**src/rtl/wide_adder_seq_pkg.sv**
```systemverilog
`default_nettype none
// ============================================================================
// Module      : wide_adder_seq_pkg
// Description : Shared constants, FSM encoding and index-width helper for
//               the sequential wide adder.
// Revision    : 1.0 - initial release
// ============================================================================
package wide_adder_seq_pkg;

    localparam int c_slice_w = 16;

    typedef logic [1:0] state_t;

    localparam logic [1:0] c_st_idle = 2'd0;
    localparam logic [1:0] c_st_run  = 2'd1;
    localparam logic [1:0] c_st_done = 2'd2;

    // Slice index register width; never narrower than one bit.
    function automatic int idx_width(input int words);
        return (words > 1) ? $clog2(words) : 1;
    endfunction

endpackage
`default_nettype wire

```
**src/rtl/adder_16bit.sv**
```systemverilog
`default_nettype none
// ============================================================================
// Module      : adder_16bit
// Description : 16-bit ripple-carry adder built from gate-level full adders.
// Revision    : 1.0 - initial release
// ============================================================================
module adder_16bit
    import wide_adder_seq_pkg::*;
(
    input  logic [c_slice_w-1:0] a,
    input  logic [c_slice_w-1:0] b,
    input  logic                 ci,
    output logic [c_slice_w-1:0] sum,
    output logic                 co
);

    logic [c_slice_w:0] w_c;

    assign w_c[0] = ci;

    for (genvar i = 0; i < c_slice_w; i++) begin : g_bit
        assign sum[i]    = a[i] ^ b[i] ^ w_c[i];
        assign w_c[i+1]  = (a[i] & b[i]) | (w_c[i] & (a[i] ^ b[i]));
    end

    assign co = w_c[c_slice_w];

endmodule
`default_nettype wire

```
**src/rtl/wide_adder_seq.sv**
```systemverilog
`default_nettype none
// ============================================================================
// Module      : wide_adder_seq
// Description : Multi-cycle wide adder; one 16-bit slice per clock through a
//               single adder_16bit, LSB slice first, with valid/ready I/O.
// Revision    : 1.0 - initial release
// ============================================================================
module wide_adder_seq
    import wide_adder_seq_pkg::*;
#(
    parameter int WORDS = 4
) (
    input  logic                       clk,
    input  logic                       rst,
    input  logic                       in_valid,
    output logic                       in_ready,
    input  logic [c_slice_w*WORDS-1:0] a,
    input  logic [c_slice_w*WORDS-1:0] b,
    input  logic                       cin,
    output logic                       out_valid,
    input  logic                       out_ready,
    output logic [c_slice_w*WORDS-1:0] y,
    output logic                       co,
    output logic                       busy
);

    localparam int                 c_w        = c_slice_w * WORDS;
    localparam int                 c_idx_w    = idx_width(WORDS);
    localparam logic [c_idx_w-1:0] c_last_idx = c_idx_w'(WORDS - 1);

    state_t               r_state;
    logic [c_w-1:0]       r_a;
    logic [c_w-1:0]       r_b;
    logic                 r_carry;
    logic [c_idx_w-1:0]   r_idx;
    logic                 r_out_valid;
    logic                 r_co;
    logic [c_slice_w-1:0] r_y_slice [WORDS];

    logic [c_slice_w-1:0] w_a_slice;
    logic [c_slice_w-1:0] w_b_slice;
    logic [c_slice_w-1:0] w_sum;
    logic                 w_sum_co;

    // Operand slice mux driven by the current slice index.
    always_comb begin
        w_a_slice = '0;
        w_b_slice = '0;
        for (int i = 0; i < WORDS; i++) begin
            if (r_idx == c_idx_w'(i)) begin
                w_a_slice = r_a[i*c_slice_w +: c_slice_w];
                w_b_slice = r_b[i*c_slice_w +: c_slice_w];
            end
        end
    end

    adder_16bit u_adder (
        .a   (w_a_slice),
        .b   (w_b_slice),
        .ci  (r_carry),
        .sum (w_sum),
        .co  (w_sum_co)
    );

    always_ff @(posedge clk) begin
        if (rst) begin
            r_state     <= c_st_idle;
            r_a         <= '0;
            r_b         <= '0;
            r_carry     <= 1'b0;
            r_idx       <= '0;
            r_out_valid <= 1'b0;
            r_co        <= 1'b0;
        end else begin
            case (r_state)
                c_st_idle: begin
                    if (in_valid) begin
                        r_a     <= a;
                        r_b     <= b;
                        r_carry <= cin;
                        r_idx   <= '0;
                        r_state <= c_st_run;
                    end
                end
                c_st_run: begin
                    r_carry <= w_sum_co;
                    if (r_idx == c_last_idx) begin
                        r_co        <= w_sum_co;
                        r_out_valid <= 1'b1;
                        r_state     <= c_st_done;
                    end else begin
                        r_idx <= r_idx + c_idx_w'(1);
                    end
                end
                c_st_done: begin
                    if (out_ready) begin
                        r_out_valid <= 1'b0;
                        r_state     <= c_st_idle;
                    end
                end
                default: r_state <= c_st_idle;
            endcase
        end
    end

    // Each result slice is written only on its own RUN cycle.
    for (genvar i = 0; i < WORDS; i++) begin : g_slice
        always_ff @(posedge clk) begin
            if (rst) begin
                r_y_slice[i] <= '0;
            end else if (r_state == c_st_run && r_idx == c_idx_w'(i)) begin
                r_y_slice[i] <= w_sum;
            end
        end
        assign y[i*c_slice_w +: c_slice_w] = r_y_slice[i];
    end

    assign in_ready  = (r_state == c_st_idle);
    assign busy      = (r_state != c_st_idle);
    assign out_valid = r_out_valid;
    assign co        = r_co;

endmodule
`default_nettype wire

```
**config.mk**
```make
export PLATFORM = sky130hd
export DESIGN_NAME = wide_adder_seq
export DESIGN_NICKNAME = d
export VERILOG_FILES = /design/src/rtl/wide_adder_seq_pkg.sv /design/src/rtl/adder_16bit.sv /design/src/rtl/wide_adder_seq.sv
export SDC_FILE = /design/constraint.sdc
export NUM_CORES = 1
export LEC_CHECK = 0
export CORE_MARGIN = 8
export CORE_UTILIZATION = 42
export CTS_CLUSTER_SIZE = 16
export DETAILED_ROUTE_END_ITERATION = 12
export PLACE_DENSITY_LB_ADDON = 0.3
export SYNTH_ARGS = -nofsm -noshare
export SYNTH_HDL_FRONTEND = slang
export SYNTH_SLANG_ARGS = --single-unit
```
**constraint.sdc**
```tcl
create_clock -name clk -period 12.05 [get_ports clk]
set_clock_uncertainty 0.15 [all_clocks]
set_input_delay 1.8075 -clock clk [delete_from_list [all_inputs] [get_ports clk]]
set_output_delay 1.8075 -clock clk [all_outputs]
set_load 0.1 [all_outputs]
```
==> results.ini, run 1 <==
[status]
outcome = completed

[cells_and_area]
area_growth_pct = 29.8
final_area_um2 = 11000
fillers = 1908
num-nets-final = 1282
drive_gt1_share_pct = 4.12
antenna_cells = 0

[placed_design]
gp_congestion = 0.885
hpwl_um = 18700
numPortBuffers = 200
pre_cts_ws_ns = 2.95
place_area_um2 = 10500

[setup_path]
crit_type = reg2reg
crit_path_start_kind = flip-flop
cp_slowest_cell = ha_2
endpoint_kind = flip-flop
crit_required_ns = 12.10
critPathMaxStageDelay_ns = 0.49
critPathArrivalTime_ns = 9.17
crit_fanout = 43
critPathMostFrequentCell = fa_1

[floorplanning]
die_area_um2 = 25100
fp.dieW_um = 158
rows = 52
die_h_um = 158
io_pins = 201
core_um2 = 20000
initial_core_util_pct = 42.4

[sta]
rsz0062_at_grt = no
hold_slack_ns = 0.306
fmax_ghz = 0.110
finalWorstSetupSlack_ns = 2.93
period_share_pct = 75.7
min_period_ns = 9.12
slew-limit-headroom_pct = 21.2
drv_slew = 0
tightestPinTransition_ns = 1.18
tns_ns = 0
hold_viol_final = 0
setup_violations = 0

[synth]
synth.area.top_cells = dfxtp_1, edfxtp_1, nand2_1
synthAdderAreaFrac_pct = 4.35
yosysTopAreaCellShare_pct = 31.8
synth_area_um2 = 8510
synth_mux_area_share_pct = 0.118
synth-edff-count = 64
syn_area_per_cell_um2 = 8.65
yosysMostFrequentCell = nand2_1
synth-simple-area-share_pct = 17.6
synth.distinct_cells = 30
synth_compound_area_share_pct = 16.8
netlist_top_cells_count = nand2_1, a21oi_1, dfxtp_1, edfxtp_1, nor2_1
synth-xor-area-share_pct = 0
synthArstFlopShare_pct = 0
synth_warnings = 0
synth_top_cell_by_area = dfxtp_1
syn-instance-count = 983
synth_nets = 1136
synthFlopType = dfxtp_1
ys_ff_latch = 199
synth_top_family_by_area = simple AND/OR/NAND/NOR gates
synth_seq_area_share_pct = 54.4

[clock_network]
cts_tree = yes
cts.hold.buffers_added = 0
clock_latency_ns = 0.44
htree_levels = 4
post_cts_buffers = 0
cts.repair.resized = 0
cts.sinks = 199
clk_pin_slew_worst_paths_ns = 0.07
cts_root_buf = clkbuf_16
cts_made_buffers = 17
cts_buffer_depth = 2

[worst_hold_path]
worstHoldPathType = reg2reg

[pwr]
finalPower_uw = 1600
power_density_nw_per_um2 = 145
vdd.ir_drop.worst_mv = 0.111
power_leakage_uw = 0.00391

[drt]
remaining_drc_errors = 0
dr_total_vias = 7149
wl_um = 25100
wl_per_cell_um = 17.8
drtIter0Drc = 580
vias_per_cell = 5.06
dr.pass1.iters = 5
antenna_left = 0

[grt]
grt_overflow = 0
gr-usage-all-layers_pct = 20.0
grt_pass1_wl_um = 37900
grt_pass1_vias = 6963
grt_max_degree = 119
grt_antenna_before_repair = 1

[job]
max_cap_violations = 0

-- cells by family (layout without fill, tap and decap cells) --
kind of cell               count (synthesis)  after routing
and+or+nand+nor                          376            376
AOI/OAI and AO/OA                        266            266
DFF                                      199            199
buffers and inverters                    121            280
adders and majority gates                 20             20
muxes                                      1              1
-- sequential cells by signal, indices dropped and copies added (netlist names) --
signal	flops
co	1
out_valid	1
r_a	64
r_b	64
r_carry	1
r_idx	2
r_state	2
r_y_slice	64
-- power breakdown --
part           switching [uW]  total [uW]  leakage [uW]  internal (uW)
combinational             214         317       0.00187            103
sequential               21.0         751       0.00178            730
clock                     263         532      0.000263            270
total                     497        1600       0.00391           1100
-- layout make-up --
| type | instances | area [um2] | area share, % |
|---|---|---|---|
| flip-flops and latches | 199 | 4620 | 41.9 |
| multi-input cells | 663 | 3330 | 30.1 |
| repair buffers | 207 | 2050 | 18.6 |
| clock buffers | 18 | 429 | 3.89 |
| well taps | 270 | 338 | 3.06 |
| inverters | 41 | 154 | 1.39 |
| clock inverters | 14 | 118 | 1.07 |
-- final timing paths --
kind	depth (start not counted)	slack (ns)	startpoint	end
worst max register to register	26	2.93	r_idx[0]$_SDFFE_PP0P_	r_y_slice[3][15]$_SDFFCE_PN0P_
worst min-delay path	2	0.31	r_a[33]$_SDFFE_PP0P_	r_a[33]$_SDFFE_PP0P_
worst max-delay path	26	2.93	r_idx[0]$_SDFFE_PP0P_	r_y_slice[3][15]$_SDFFCE_PN0P_
worst min register to register	2	0.31	r_a[33]$_SDFFE_PP0P_	r_a[33]$_SDFFE_PP0P_
-- metal layers --
| layer | global-route usage, % | routed length [um] | up-vias |
|---|---|---|---|
| met5 | 0 | 9 | - |
| met4 | 9.70 | 1020 | 2 |
| met3 | 5.10 | 2090 | 55 |
| met2 | 31.1 | 11300 | 285 |
| met1 | 25.7 | 10600 | 3271 |
| li1 | - | - | 3536 |
-- metrics by stage --
step                util [%]  std cells
detailed placement      52.4       1380
global placement        52.4       1380
global route            55.1       1412
CTS                     55.1       1412
finish                  55.1       1412
floorplan                  -        983
-- layout by cell type, fill, tap and decap left out, types with 2 or more instances in the layout --
cell type / instances
edfxtp_1: 64
buf_4: 8
inv_6: 4
o21ai_0: 33
nand3_1: 3
inv_1: 41
fa_1: 16
a21oi_1: 196
nand2_1: 295
a21o_1: 3
ha_2: 3
clkinv_4: 5
nor3_1: 2
clkbuf_16: 17
nor2b_1: 2
a22o_1: 6
clkdlybuf4s50_1: 199
inv_8: 2
nor2_1: 53
dfxtp_1: 135
and3_1: 12
a22oi_1: 26
or3b_2: 2
-- critical path, delay by kind of cell, from the launching register on --
kind            cells  cell delay [ns]
compound gates      3             0.30
fa+ha+maj          17             7.08
buf+inv             5             0.81
simple gates        1             0.18
flops               1             0.36
No activity file was read; power rests on OpenSTA's default activity.
==> run 2: changes to the inputs <==
Clock period 12.05 ns to 7.7 ns, I/O delays scaled along.
==> run 2 against run 1 <==
Effect of this change:
- setup slack worse by 2.7 ns
- final cell count is 0.35% higher
- critical path depth is 1 lower
- sequential share of layout area is 0.49 points lower
==> results.ini, run 2 (synthesized netlist as in run 1, its figures left out) <==
[status]
outcome = completed

[setup_path]
crit_fanout = 5  ; -88%
crit_required_ns = 7.75  ; -4.35 ns
cp_slowest_cell = fa_1
critPathArrivalTime_ns = 7.48  ; -1.69 ns
crit_path_start_kind = flip-flop
endpoint_kind = flip-flop
critPathMostFrequentCell = fa_2
critPathMaxStageDelay_ns = 0.44  ; -0.05 ns
cp_top_family = adder cells
crit_type = reg2reg
crit_buf_inv = 4  ; -1

[cells_and_area]
drive_gt1_share_pct = 6.54  ; +2.4 points
multi_input_area_um2 = 3400  ; +2.1%
fillers = 1882  ; -1.4%
final_cells = 1417  ; +0.35%
final_common_cell = nand2_1
num-nets-final = 1287  ; +0.39%
area_growth_pct = 31.6
top_regs = r_a (64), r_b (64), r_y_slice (64)
fin_util_pct = 55.9  ; +0.75 points
mostFrequentLayoutCells = nand2_1, clkdlybuf4s50_1, a21oi_1
antenna_cells = 0  ; unchanged
regArea_um2 = 4630  ; +0.16%

[clock_network]
cts_root_buf = clkbuf_16
cts.hold.buffers_added = 0  ; unchanged
post_cts_buffers = 0  ; unchanged
cts.sinks = 199  ; unchanged
cts_made_buffers = 17  ; unchanged
clk_pin_slew_worst_paths_ns = 0.07  ; about the same
cts_buffer_depth = 2  ; unchanged
cts_tree = yes
htree_levels = 4  ; unchanged
clock_latency_ns = 0.44  ; about the same

[grt]
grt_max_degree = 92  ; -23%
grt_antenna_before_repair = 0  ; -1
grt_pass1_vias = 6961  ; -0.029%
grt_overflow = 0  ; unchanged
gr-usage-all-layers_pct = 20.0  ; about the same
grt_use_met3_pct = 4.70  ; -0.41 points
busiest_layer = met2
use_met1_pct = 25.3  ; -0.35 points
use_met2_pct = 32.3  ; +1.2 points
grt_pass1_wl_um = 37700  ; -0.46%

[sta]
hold_viol_final = 0  ; unchanged
rsz0062_at_grt = no
fmax_ghz = 0.135  ; +23%
tns_ns = 0  ; unchanged
finalWorstSetupSlack_ns = 0.269  ; -2.66 ns
min_period_ns = 7.43  ; -1.69 ns
period_share_pct = 96.5  ; +21 points
drv_slew = 0  ; unchanged
hold_slack_ns = 0.306  ; +0.000100 ns
slew-limit-headroom_pct = 31.6  ; +10 points
setup_violations = 0  ; unchanged
tightestPinTransition_ns = 1.02  ; -0.159 ns

[floorplanning]
core_um2 = 20000  ; unchanged
die_area_um2 = 25100  ; unchanged
fp.dieW_um = 158  ; unchanged
io_pins = 201  ; unchanged
rows = 52  ; unchanged
initial_core_util_pct = 42.4  ; unchanged
die_h_um = 158  ; unchanged

[drt]
wl_um = 25400  ; +1.5%
antenna_left = 0  ; unchanged
dr_total_vias = 7176  ; +0.38%
drtIter0Drc = 562  ; -3.1%
vias_per_cell = 5.06  ; about the same
wl_per_cell_um = 18.0  ; +1.2%
remaining_drc_errors = 0  ; unchanged
dr.pass1.iters = 5  ; unchanged

[pwr]
power_leakage_uw = 0.00395  ; +1.2%
power_density_nw_per_um2 = 227  ; +57%
vdd.ir_drop.worst_mv = 0.166  ; +50%

[placed_design]
hpwl_um = 19100  ; +2.0%
numPortBuffers = 200  ; unchanged
gp_congestion = 0.846  ; -4.4%
pre_cts_ws_ns = 0.0554  ; -2.90 ns
place_inst = 1385  ; +0.36%

[job]
max_cap_violations = 0  ; unchanged

[worst_hold_path]
worstHoldPathType = reg2reg

[run 2: cell types whose count changed in the layout (fill, tap and decap cells not counted), moves of 3 or more]
cell        previous run  this run
clkinv_4               5         0
inv_2                  0         3
inv_1                 41        37
buf_6                  0         3
fa_1                  16         3
fa_2                   0        13
ha_4                   0         3
clkinvlp_4             1         4
inv_8                  2         5
[run 2: worst reg2reg max path, delay by kind of cell, from the launching register on]
kind	cells	cell delay [ns]
flip-flops	1	0.38
adder cells (fa/ha/maj)	17	5.91
buffers and inverters	4	0.30
AO/OA/AOI/OAI	2	0.24
AND/OR/NAND/NOR	2	0.25
[run 2: per-stage QoR]
stage	total power, uW	area (um2)
final	2540	11200
after global routing	2630	11200
after CTS	2550	11100
after detailed placement	1710	10600
after global placement	1700	10600
after floorplan	1520	8560
[run 2: worst paths after layout]
check	slack, ns	from	endpoint	cells past startpoint
min reg2reg	0.31	r_b[37]$_SDFFE_PP0P_	r_b[37]$_SDFFE_PP0P_	2
min	0.31	r_b[37]$_SDFFE_PP0P_	r_b[37]$_SDFFE_PP0P_	2
max reg2reg	0.27	r_idx[0]$_SDFFE_PP0P_	r_y_slice[0][15]$_SDFFCE_PN0P_	25
max	0.27	r_idx[0]$_SDFFE_PP0P_	r_y_slice[0][15]$_SDFFCE_PN0P_	25
[run 2: power breakdown]
| group | switching, uW | internal, uW | total, uW |
|---|---|---|---|
| sequential | 33.3 | 1140 | 1170 |
| combinational | 340 | 172 | 512 |
| clock | 429 | 427 | 856 |
| total | 802 | 1740 | 2540 |
[run 2: layout make-up]
class | instances | area share, %
clock buffer | 17 | 3.80
sequential | 199 | 41.4
timing repair buffer | 212 | 18.9
inverter | 41 | 1.40
tap | 270 | 3.02
multi-input combinational | 663 | 30.3
clock inverter | 15 | 1.17
[run 2: layer usage]
layer,wire (um),vias to the layer above
met5,0,-
met4,760,0
met3,1990,38
met2,11700,281
met1,11000,3299
li1,-,3558
[run 2: timing repair]
item / in CTS / in global routing
resized for setup: 0 / 18
hold endpoints to repair: 0 / 0
endpoints found under the setup margin: 0 / 5
